==> src/rtl/hazard_pkg.sv <==
// rtl/hazard_pkg.sv - shared encodings and defaults for the hazard/stall sequencer
package hazard_pkg;

    localparam logic [0:0] S_RUN          = 1'b0;
    localparam logic [0:0] S_BUSY         = 1'b1;
    localparam int         MULDIV_LAT_DEF = 8;
    localparam logic [4:0] REG_ZERO       = 5'd0;

endpackage

==> src/rtl/muldiv_occupancy_timer.sv <==
// rtl/muldiv_occupancy_timer.sv - tracks how long the mult/div unit stays occupied after an issue
module muldiv_occupancy_timer
    import hazard_pkg::*;
#(
    parameter int MULDIV_LAT = MULDIV_LAT_DEF
) (
    input  logic Clk,
    input  logic Rst,
    input  logic Start,
    output logic Busy
);

    localparam logic [7:0] LOAD_VAL = 8'(MULDIV_LAT - 1);

    logic [0:0] r_state;
    logic [7:0] r_md_cnt;

    // Start is only asserted from S_RUN; the top level stalls any issue while busy.
    always_ff @(posedge Clk or posedge Rst) begin
        if (Rst) begin
            r_state  <= S_RUN;
            r_md_cnt <= 8'd0;
        end else begin
            case (r_state)
                S_RUN: begin
                    if (Start) begin
                        r_state  <= S_BUSY;
                        r_md_cnt <= LOAD_VAL;
                    end
                end
                default: begin
                    if (r_md_cnt == 8'd1) begin
                        r_state  <= S_RUN;
                        r_md_cnt <= 8'd0;
                    end else begin
                        r_md_cnt <= r_md_cnt - 8'd1;
                    end
                end
            endcase
        end
    end

    assign Busy = (r_state == S_BUSY);

endmodule

==> src/rtl/hazard_stall_ctrl.sv <==
// rtl/hazard_stall_ctrl.sv - load-use / branch-flush / mult-div sequencer for the ID stage
// Optional perf counters enabled by defining HAZARD_PERF_CNT_EN.
module hazard_stall_ctrl
    import hazard_pkg::*;
#(
    parameter int REG_W      = 5,
    parameter int MULDIV_LAT = MULDIV_LAT_DEF
) (
    input  logic             Clk,
    input  logic             Rst,
    input  logic [REG_W-1:0] IFID_Rs,
    input  logic [REG_W-1:0] IFID_Rt,
    input  logic             IFID_UsesRt,
    input  logic             IFID_MulDiv,
    input  logic             IFID_ReadsHiLo,
    input  logic             IDEX_MemRead,
    input  logic [REG_W-1:0] IDEX_RegDst,
    input  logic             EX_BranchTaken,
    output logic             PC_Write,
    output logic             IFID_Write,
    output logic             IDEX_Bubble,
    output logic             IFID_Flush,
    output logic             MulDiv_Busy,
    output logic             MulDiv_Issue
`ifdef HAZARD_PERF_CNT_EN
    ,
    output logic [31:0]      Perf_StallCnt,
    output logic [31:0]      Perf_FlushCnt
`endif
);

    logic w_load_hz;
    logic w_md_hz;
    logic w_stall;
    logic w_busy;
    logic w_issue;

    // $zero is never a real dependency, so a load targeting it cannot cause a stall.
    assign w_load_hz = IDEX_MemRead
                     && (IDEX_RegDst != REG_W'(REG_ZERO))
                     && ((IDEX_RegDst == IFID_Rs) || (IFID_UsesRt && (IDEX_RegDst == IFID_Rt)));
    assign w_md_hz   = w_busy && (IFID_MulDiv || IFID_ReadsHiLo);
    assign w_stall   = (w_load_hz || w_md_hz) && !EX_BranchTaken;
    assign w_issue   = IFID_MulDiv && !w_stall && !EX_BranchTaken;

    muldiv_occupancy_timer #(
        .MULDIV_LAT(MULDIV_LAT)
    ) u_md_timer (
        .Clk  (Clk),
        .Rst  (Rst),
        .Start(w_issue),
        .Busy (w_busy)
    );

    assign PC_Write     = !w_stall;
    assign IFID_Write   = !w_stall;
    assign IDEX_Bubble  = w_stall || EX_BranchTaken;
    assign IFID_Flush   = EX_BranchTaken;
    assign MulDiv_Busy  = w_busy;
    assign MulDiv_Issue = w_issue;

`ifdef HAZARD_PERF_CNT_EN
    logic [31:0] r_stall_cnt;
    logic [31:0] r_flush_cnt;

    always_ff @(posedge Clk or posedge Rst) begin
        if (Rst) begin
            r_stall_cnt <= 32'd0;
            r_flush_cnt <= 32'd0;
        end else begin
            if (w_stall)        r_stall_cnt <= r_stall_cnt + 32'd1;
            if (EX_BranchTaken) r_flush_cnt <= r_flush_cnt + 32'd1;
        end
    end

    assign Perf_StallCnt = r_stall_cnt;
    assign Perf_FlushCnt = r_flush_cnt;
`endif

endmodule

==> config.mk <==
export PLATFORM = sky130hd
export DESIGN_NAME = hazard_stall_ctrl
export DESIGN_NICKNAME = d
export VERILOG_FILES = /design/src/rtl/hazard_pkg.sv /design/src/rtl/muldiv_occupancy_timer.sv /design/src/rtl/hazard_stall_ctrl.sv
export SDC_FILE = /design/constraint.sdc
export NUM_CORES = 1
export LEC_CHECK = 0
export ABC_AREA = 1
export CORE_AREA = 8 8 54 56
export CTS_CLUSTER_SIZE = 16
export DETAILED_ROUTE_END_ITERATION = 12
export DIE_AREA = 0 0 62 64
export GPL_ROUTABILITY_DRIVEN = 1
export PLACE_DENSITY = 0.73
export SYNTH_ARGS = -nofsm -noshare
export SYNTH_HDL_FRONTEND = slang
export SYNTH_HIERARCHICAL = 1
export SYNTH_SLANG_ARGS = --single-unit
==> constraint.sdc <==
create_clock -name Clk -period 1.24 [get_ports Clk]
set_input_delay 0.248 -clock Clk [delete_from_list [all_inputs] [get_ports Clk]]
set_output_delay 0.248 -clock Clk [all_outputs]
set_load 0.01 [all_outputs]
[Word-level counts from Yosys, hierarchy flattened]
Cells that the tools add are included.
Cells by class
  add/sub/neg operators: 1
  shifts and indexed selects: 0
  order comparisons: 0
  multipliers: 0
  bitwise gates (word level): 0
  muxes and demuxes: 6
  div/mod/pow operators: 0
  reduce and logical (&&, ||, !) cells: 15
  eq/ne operators: 3
Operators with widths (number)
  8-bit 2-to-1 mux: 3
  5-bit == test: 2
  8-bit by 1-bit == test with 1-bit output (second input constant): 1
  8-bit by 1-bit subtractor with 8-bit output (second input constant): 1
  1-bit logical AND: 7
  5-bit nonzero test: 1
  1-bit logical OR: 4
  1-bit 2-to-1 mux: 3
  1-bit logical NOT: 2
  2-bit nonzero test: 1
Word-level totals
  ROM bits: 0
  input bits: 22
  output and inout port bits: 6
  memory bits (writable): 0
  bits in registers: 9
  bits in latches: 0
  logic and storage cells: 27
  memories kept: 0

[Longest topological paths before layout]
  depth in word-level cells: 11
  mapped depth: 16
  depth with buffers taken out: 16

[Cells and area by module]
Netlist, hierarchy kept.
Modules (own cells, without submodules)
  muldiv_occupancy_timer: cells an instance 65, area an instance 521.8 sq um, times used 1, sequential area each 225.2 sq um
  hazard_stall_ctrl: cells an instance 62, area an instance 275.3 sq um, times used 1, sequential area each 0.0 sq um

[Worst setup path before layout]
OpenSTA, ideal clock, no wires.
  kind: input -> register
  start: input port IDEX_RegDst[0]
  end: register u_md_timer.r_md_cnt[5]
  arrival time: 1348 ps
  data required time: 1124 ps
  library setup time: 116 ps
  setup slack: -225 ps
  path buffers: 0
  stages: 16
  cells stage by stage: inv_2 -> nand2_1 -> nand2_1 -> nor2_1 -> nand3_1 -> nand2_1 -> nand2_2 -> nand3_2 -> nor2_2 -> inv_1 -> nand2_4 -> nand2_1 -> nor2_1 -> nand2_1 -> nand2_1 -> nor2_1
Between the ends
  longest elaborated chain between the ends: 10
  elaborated cells on any way between the ends: 13
  classes of those cells: eq/ne: 2; reduce/logical: 11
RTL lines
  start: declaration: RTL line hazard_stall_ctrl.sv:17  | input logic [REG_W-1:0] IDEX_RegDst,
  5-bit == test: RTL line hazard_stall_ctrl.sv:41  | && ((IDEX_RegDst == IFID_Rs) || (IFID_UsesRt && (IDEX_RegDst == IFID_Rt)));
  1-bit logical AND: RTL line hazard_stall_ctrl.sv:41
  1-bit logical OR: RTL line hazard_stall_ctrl.sv:41
  1-bit logical AND *: RTL line hazard_stall_ctrl.sv:41
  1-bit logical OR *: RTL line hazard_stall_ctrl.sv:43  | assign w_stall = (w_load_hz || w_md_hz) && !EX_BranchTaken;
  1-bit logical AND *: RTL line hazard_stall_ctrl.sv:43
  1-bit logical NOT *: RTL line hazard_stall_ctrl.sv:44  | assign w_issue = IFID_MulDiv && !w_stall && !EX_BranchTaken;
  1-bit logical AND * (2 in a row): RTL line hazard_stall_ctrl.sv:44
  via MulDiv_Issue: RTL line hazard_stall_ctrl.sv:24  | output logic MulDiv_Issue
  2-bit nonzero test (no line) *
  end signal: assignment: RTL line muldiv_occupancy_timer.sv:36  | r_md_cnt <= r_md_cnt - 8'd1;
  end: declaration: RTL line muldiv_occupancy_timer.sv:16  | logic [7:0] r_md_cnt;
Mark *: on every way through the listed nets, which the timed path passes. The rest lies on a longest branch.
A chain may end at the register's enable or synchronous reset.

[Final worst setup path]
  start: register u_md_timer.r_state (netlist: u_md_timer/Busy)
  end: output port MulDiv_Issue
Between the ends
  longest elaborated chain between the ends: 6
RTL lines
  start: declaration: RTL line muldiv_occupancy_timer.sv:15  | logic [0:0] r_state;
  start signal: assignment: RTL line muldiv_occupancy_timer.sv:21  | r_state <= S_RUN;
  start signal: assignment: RTL line muldiv_occupancy_timer.sv:27  | r_state <= S_BUSY;
  start signal: assignment: RTL line muldiv_occupancy_timer.sv:33  | r_state <= S_RUN;
  1-bit logical AND: RTL line hazard_stall_ctrl.sv:42  | assign w_md_hz = w_busy && (IFID_MulDiv || IFID_ReadsHiLo);
  1-bit logical OR: RTL line hazard_stall_ctrl.sv:43
  1-bit logical AND: RTL line hazard_stall_ctrl.sv:43
  1-bit logical NOT: RTL line hazard_stall_ctrl.sv:44
  1-bit logical AND (2 in a row): RTL line hazard_stall_ctrl.sv:44
  end: declaration: RTL line hazard_stall_ctrl.sv:24
No other way between the ends.

==> results.py <==
metrics = {
    "setup_path": {
        "ff2ff_setup_slack_ns": -0.10,
        "cp_max_fo": 3,
        "cp_data_arrival_time_ns": 1.13,
        "startpoint": "u_md_timer/Busy$_DFF_PP0_",
        "critPathCapture": "MulDiv_Issue",
        "endpoint_kind": "primary output",
        "reg2reg_from": "u_md_timer/Busy$_DFF_PP0_",
        "worstPathRequired_ns": 0.99,
        "worstReg2RegEnd": "u_md_timer/r_md_cnt[0]$_DFFE_PP0P_",
        "crit_path_start_kind": "flip-flop",
        "critical_path_class": "reg2out",
        "reg2regPathDepth": 9,
    },
    "clocking": {
        "cts_tree": "yes",
        "root_buffer": "clkbuf_4",
        "cts-buffers-inserted": 3,
        "cts_htree_levels": 1,
        "cts_sinks": 9,
        "insertion_delay_ns": 0.26,
        "path_clk_slew_ns": 0.06,
        "clock_path_buffers": 2,
    },
    "route": {
        "ant_nets": 0,
        "drt-initial-drc-count": 36,
        "drc": 0,
        "routed_wl_um": 2260,
        "routed_via_density": 4.81,
        "wire_per_inst_um": 11.9,
        "vias": 910,
        "firstDrtPassIters": 4,
    },
    "global_route": {
        "grt_use_total_pct": 11.6,
        "grt_pass1_vias": 894,
        "antenna_found_initial": 0,
        "grt_first_pass_wirelength_um": 3610,
        "grt_max_degree": 10,
        "grt_overflow_total": 0,
    },
    "sta": {
        "rsz0062_at_grt": "true",
        "max_freq_ghz": 0.725,
        "slew_headroom_pct": 75.1,
        "slew_viol_final": 0,
        "fin_setup_tns_ns": -0.679,
        "tightest_slew_ns": 0.373,
        "hold_viol_final": 0,
        "worst_slack_ns": -0.140,
        "setup_viol": 7,
        "period_needed_ns": 1.38,
        "fin_crit_sh_pct": 111,
        "worst_clock_skew_ns": 0.000626,
    },
    "run": {
        "maxCapViolCount": 0,
    },
    "die": {
        "core_sq_mm": 0.00211,
        "rows": 17,
        "num_io_pins": 28,
        "fp.dieH_um": 64,
        "start_util_pct": 37.8,
        "die_w_um": 62,
        "die_area_sq_mm": 0.00397,
    },
    "placement": {
        "hpwl_um": 1740,
        "io_buffers": 27,
        "finalWeightedCongestion": 0.881,
    },
    "yosys": {
        "syn_nets": 151,
        "synth_cells": 127,
        "syn_avg_cell_area_sq_um": 6.28,
        "syn-cell-area_sq_um": 797,
        "synth_cell_type_count": 22,
        "ys_seq_area_share_pct": 28.3,
        "ys_ff_latch": 9,
        "ys_warn_count": 6,
    },
    "layout": {
        "fin_util_pct": 60.0,
        "fillerInstances": 172,
        "area.growth.synth_to_final_pct": 58.4,
        "nets": 186,
        "drive_gt1_share_pct": 49.1,
        "antenna_cells": 0,
    },
    "pwr": {
        "leakage_nw": 0.612,
        "ir_drop_mv": 0.323,
        "p_per_area_mw_per_mm2": 566,
    },
    "min_path": {
        "holdCritPathClass": "in2async",
    },
    "outcome": {
        "outcome": "finished with violations",
        "violations": "negative setup slack",
    },
}
==> power breakdown <==
group	internal [W]	total (W)	switching, W	leakage [nW]
clock	0.000124	0.000228	0.000103	0.0150
combinational	0.000102	0.000194	0.0000915	0.501
sequential	0.000294	0.000294	0	0.0953
total	0.000520	0.000715	0.000195	0.612
==> critical path: stages, from the launching register on <==
cell	delay (ns)
dfrtp_2	0.43
o21ai_4	0.09
nand3_4	0.10
nor2_4	0.14
buf_6	0.11
==> logic make-up after synthesis <==
| group | share of synthesized area, % |
|---|---|
| simple gates | 40.5 |
| buf+inv | 13.2 |
| compound gates | 10.5 |
| flops | 28.3 |
| xor+xnor | 4.40 |
| fa+ha+maj | 3.14 |
==> through the flow <==
stage / setup slack (ns) / total power, W / std cells / hold WS (ns) / cell area (sq um)
global placement: -1.02 / 0.000482 / 183 / 0.488 / 1150
global route: -0.204 / 0.000753 / 189 / 0.281 / 1260
finish: -0.140 / 0.000715 / 189 / 0.255 / 1260
floorplan: -0.130 / 0.000379 / 127 / 0.0759 / 838
detailed placement: -1.04 / 0.000485 / 183 / 0.506 / 1150
CTS: -0.188 / 0.000694 / 187 / 0.258 / 1150
==> final cells by class <==
cell class                      instances  area, sq um  share of cell area [%]
Timing Repair Buffer                   32          299                    23.7
Multi-Input combinational cell         92          556                    44.0
Inverter                               24          120                    9.51
Clock buffer                            4         26.3                    2.08
Tap cell                               28         35.0                    2.78
Sequential cell                         9          226                    17.9
==> flip-flops by register name, indices dropped and copies added, names as in the netlist <==
name and count:
u_md_timer/r_md_cnt 8, u_md_timer/Busy 1
==> cells in the final DEF (no fill, tap or decap), types with 2 or more instances in the layout <==
master,netlist,routed
nand2_1,41,27
nand2_2,2,15
nor2_1,15,12
buf_6,0,12
inv_2,6,10
inv_1,18,9
dfrtp_1,9,8
nor2_2,5,5
nand3_1,7,5
clkbuf_2,0,5
buf_2,0,4
o21ai_0,6,4
o21ai_1,1,3
nor2_4,0,3
clkbuf_4,0,3
dlygate4sd2_1,0,3
buf_4,2,3
inv_4,0,2
xnor2_1,2,2
nand4_1,2,2
clkdlybuf4s50_1,0,2
buf_8,0,2
nand3_2,1,2
nand2_4,1,2
xor2_1,2,2
ha_1,2,2
==> cells in the mapped netlist (all sizes together) <==
library cell,number,area share [%]
buf,2,1.9
nand4,2,1.6
inv,24,11
nor2,20,11
o21bai,1,1.4
dfrtp,9,28
xor2,2,2.2
ha,2,3.1
a21oi,1,0.63
a22oi,1,0.94
nand3,8,5.7
nand2,44,22
o21ai,9,7.5
xnor2,2,2.2
==> timing repair <==
item / in CTS / in global routing
hold buffers: 0 / 0
endpoints found under the setup margin: 15 / 14
buffers inserted: 0 / 3
gates resized for setup: 78 / 68
pin swaps: 26 / 26
==> metal layers <==
layer	GRT usage (%)	up-vias	share of wire (%)
met2	21.3	27	56
met5	0	-	0
met4	6.84	0	3.1
met3	1.40	10	4.5
li1	-	453	-
met1	11.6	420	36
==> worst min path at each step <==
stage	slack (ns)	endpoint	from
after CTS	0.26	u_md_timer/r_md_cnt[1]$_DFFE_PP0P_	Rst
final	0.26	u_md_timer/r_md_cnt[3]$_DFFE_PP0P_	Rst
after detailed placement	0.51	u_md_timer/r_md_cnt[7]$_DFFE_PP0P_	u_md_timer/r_md_cnt[7]$_DFFE_PP0P_
after global placement	0.49	u_md_timer/r_md_cnt[7]$_DFFE_PP0P_	u_md_timer/r_md_cnt[7]$_DFFE_PP0P_
after floorplan	0.08	u_md_timer/r_md_cnt[0]$_DFFE_PP0P_	Rst
after global routing	0.28	u_md_timer/r_md_cnt[3]$_DFFE_PP0P_	Rst
(Power assumes the default switching activity.)
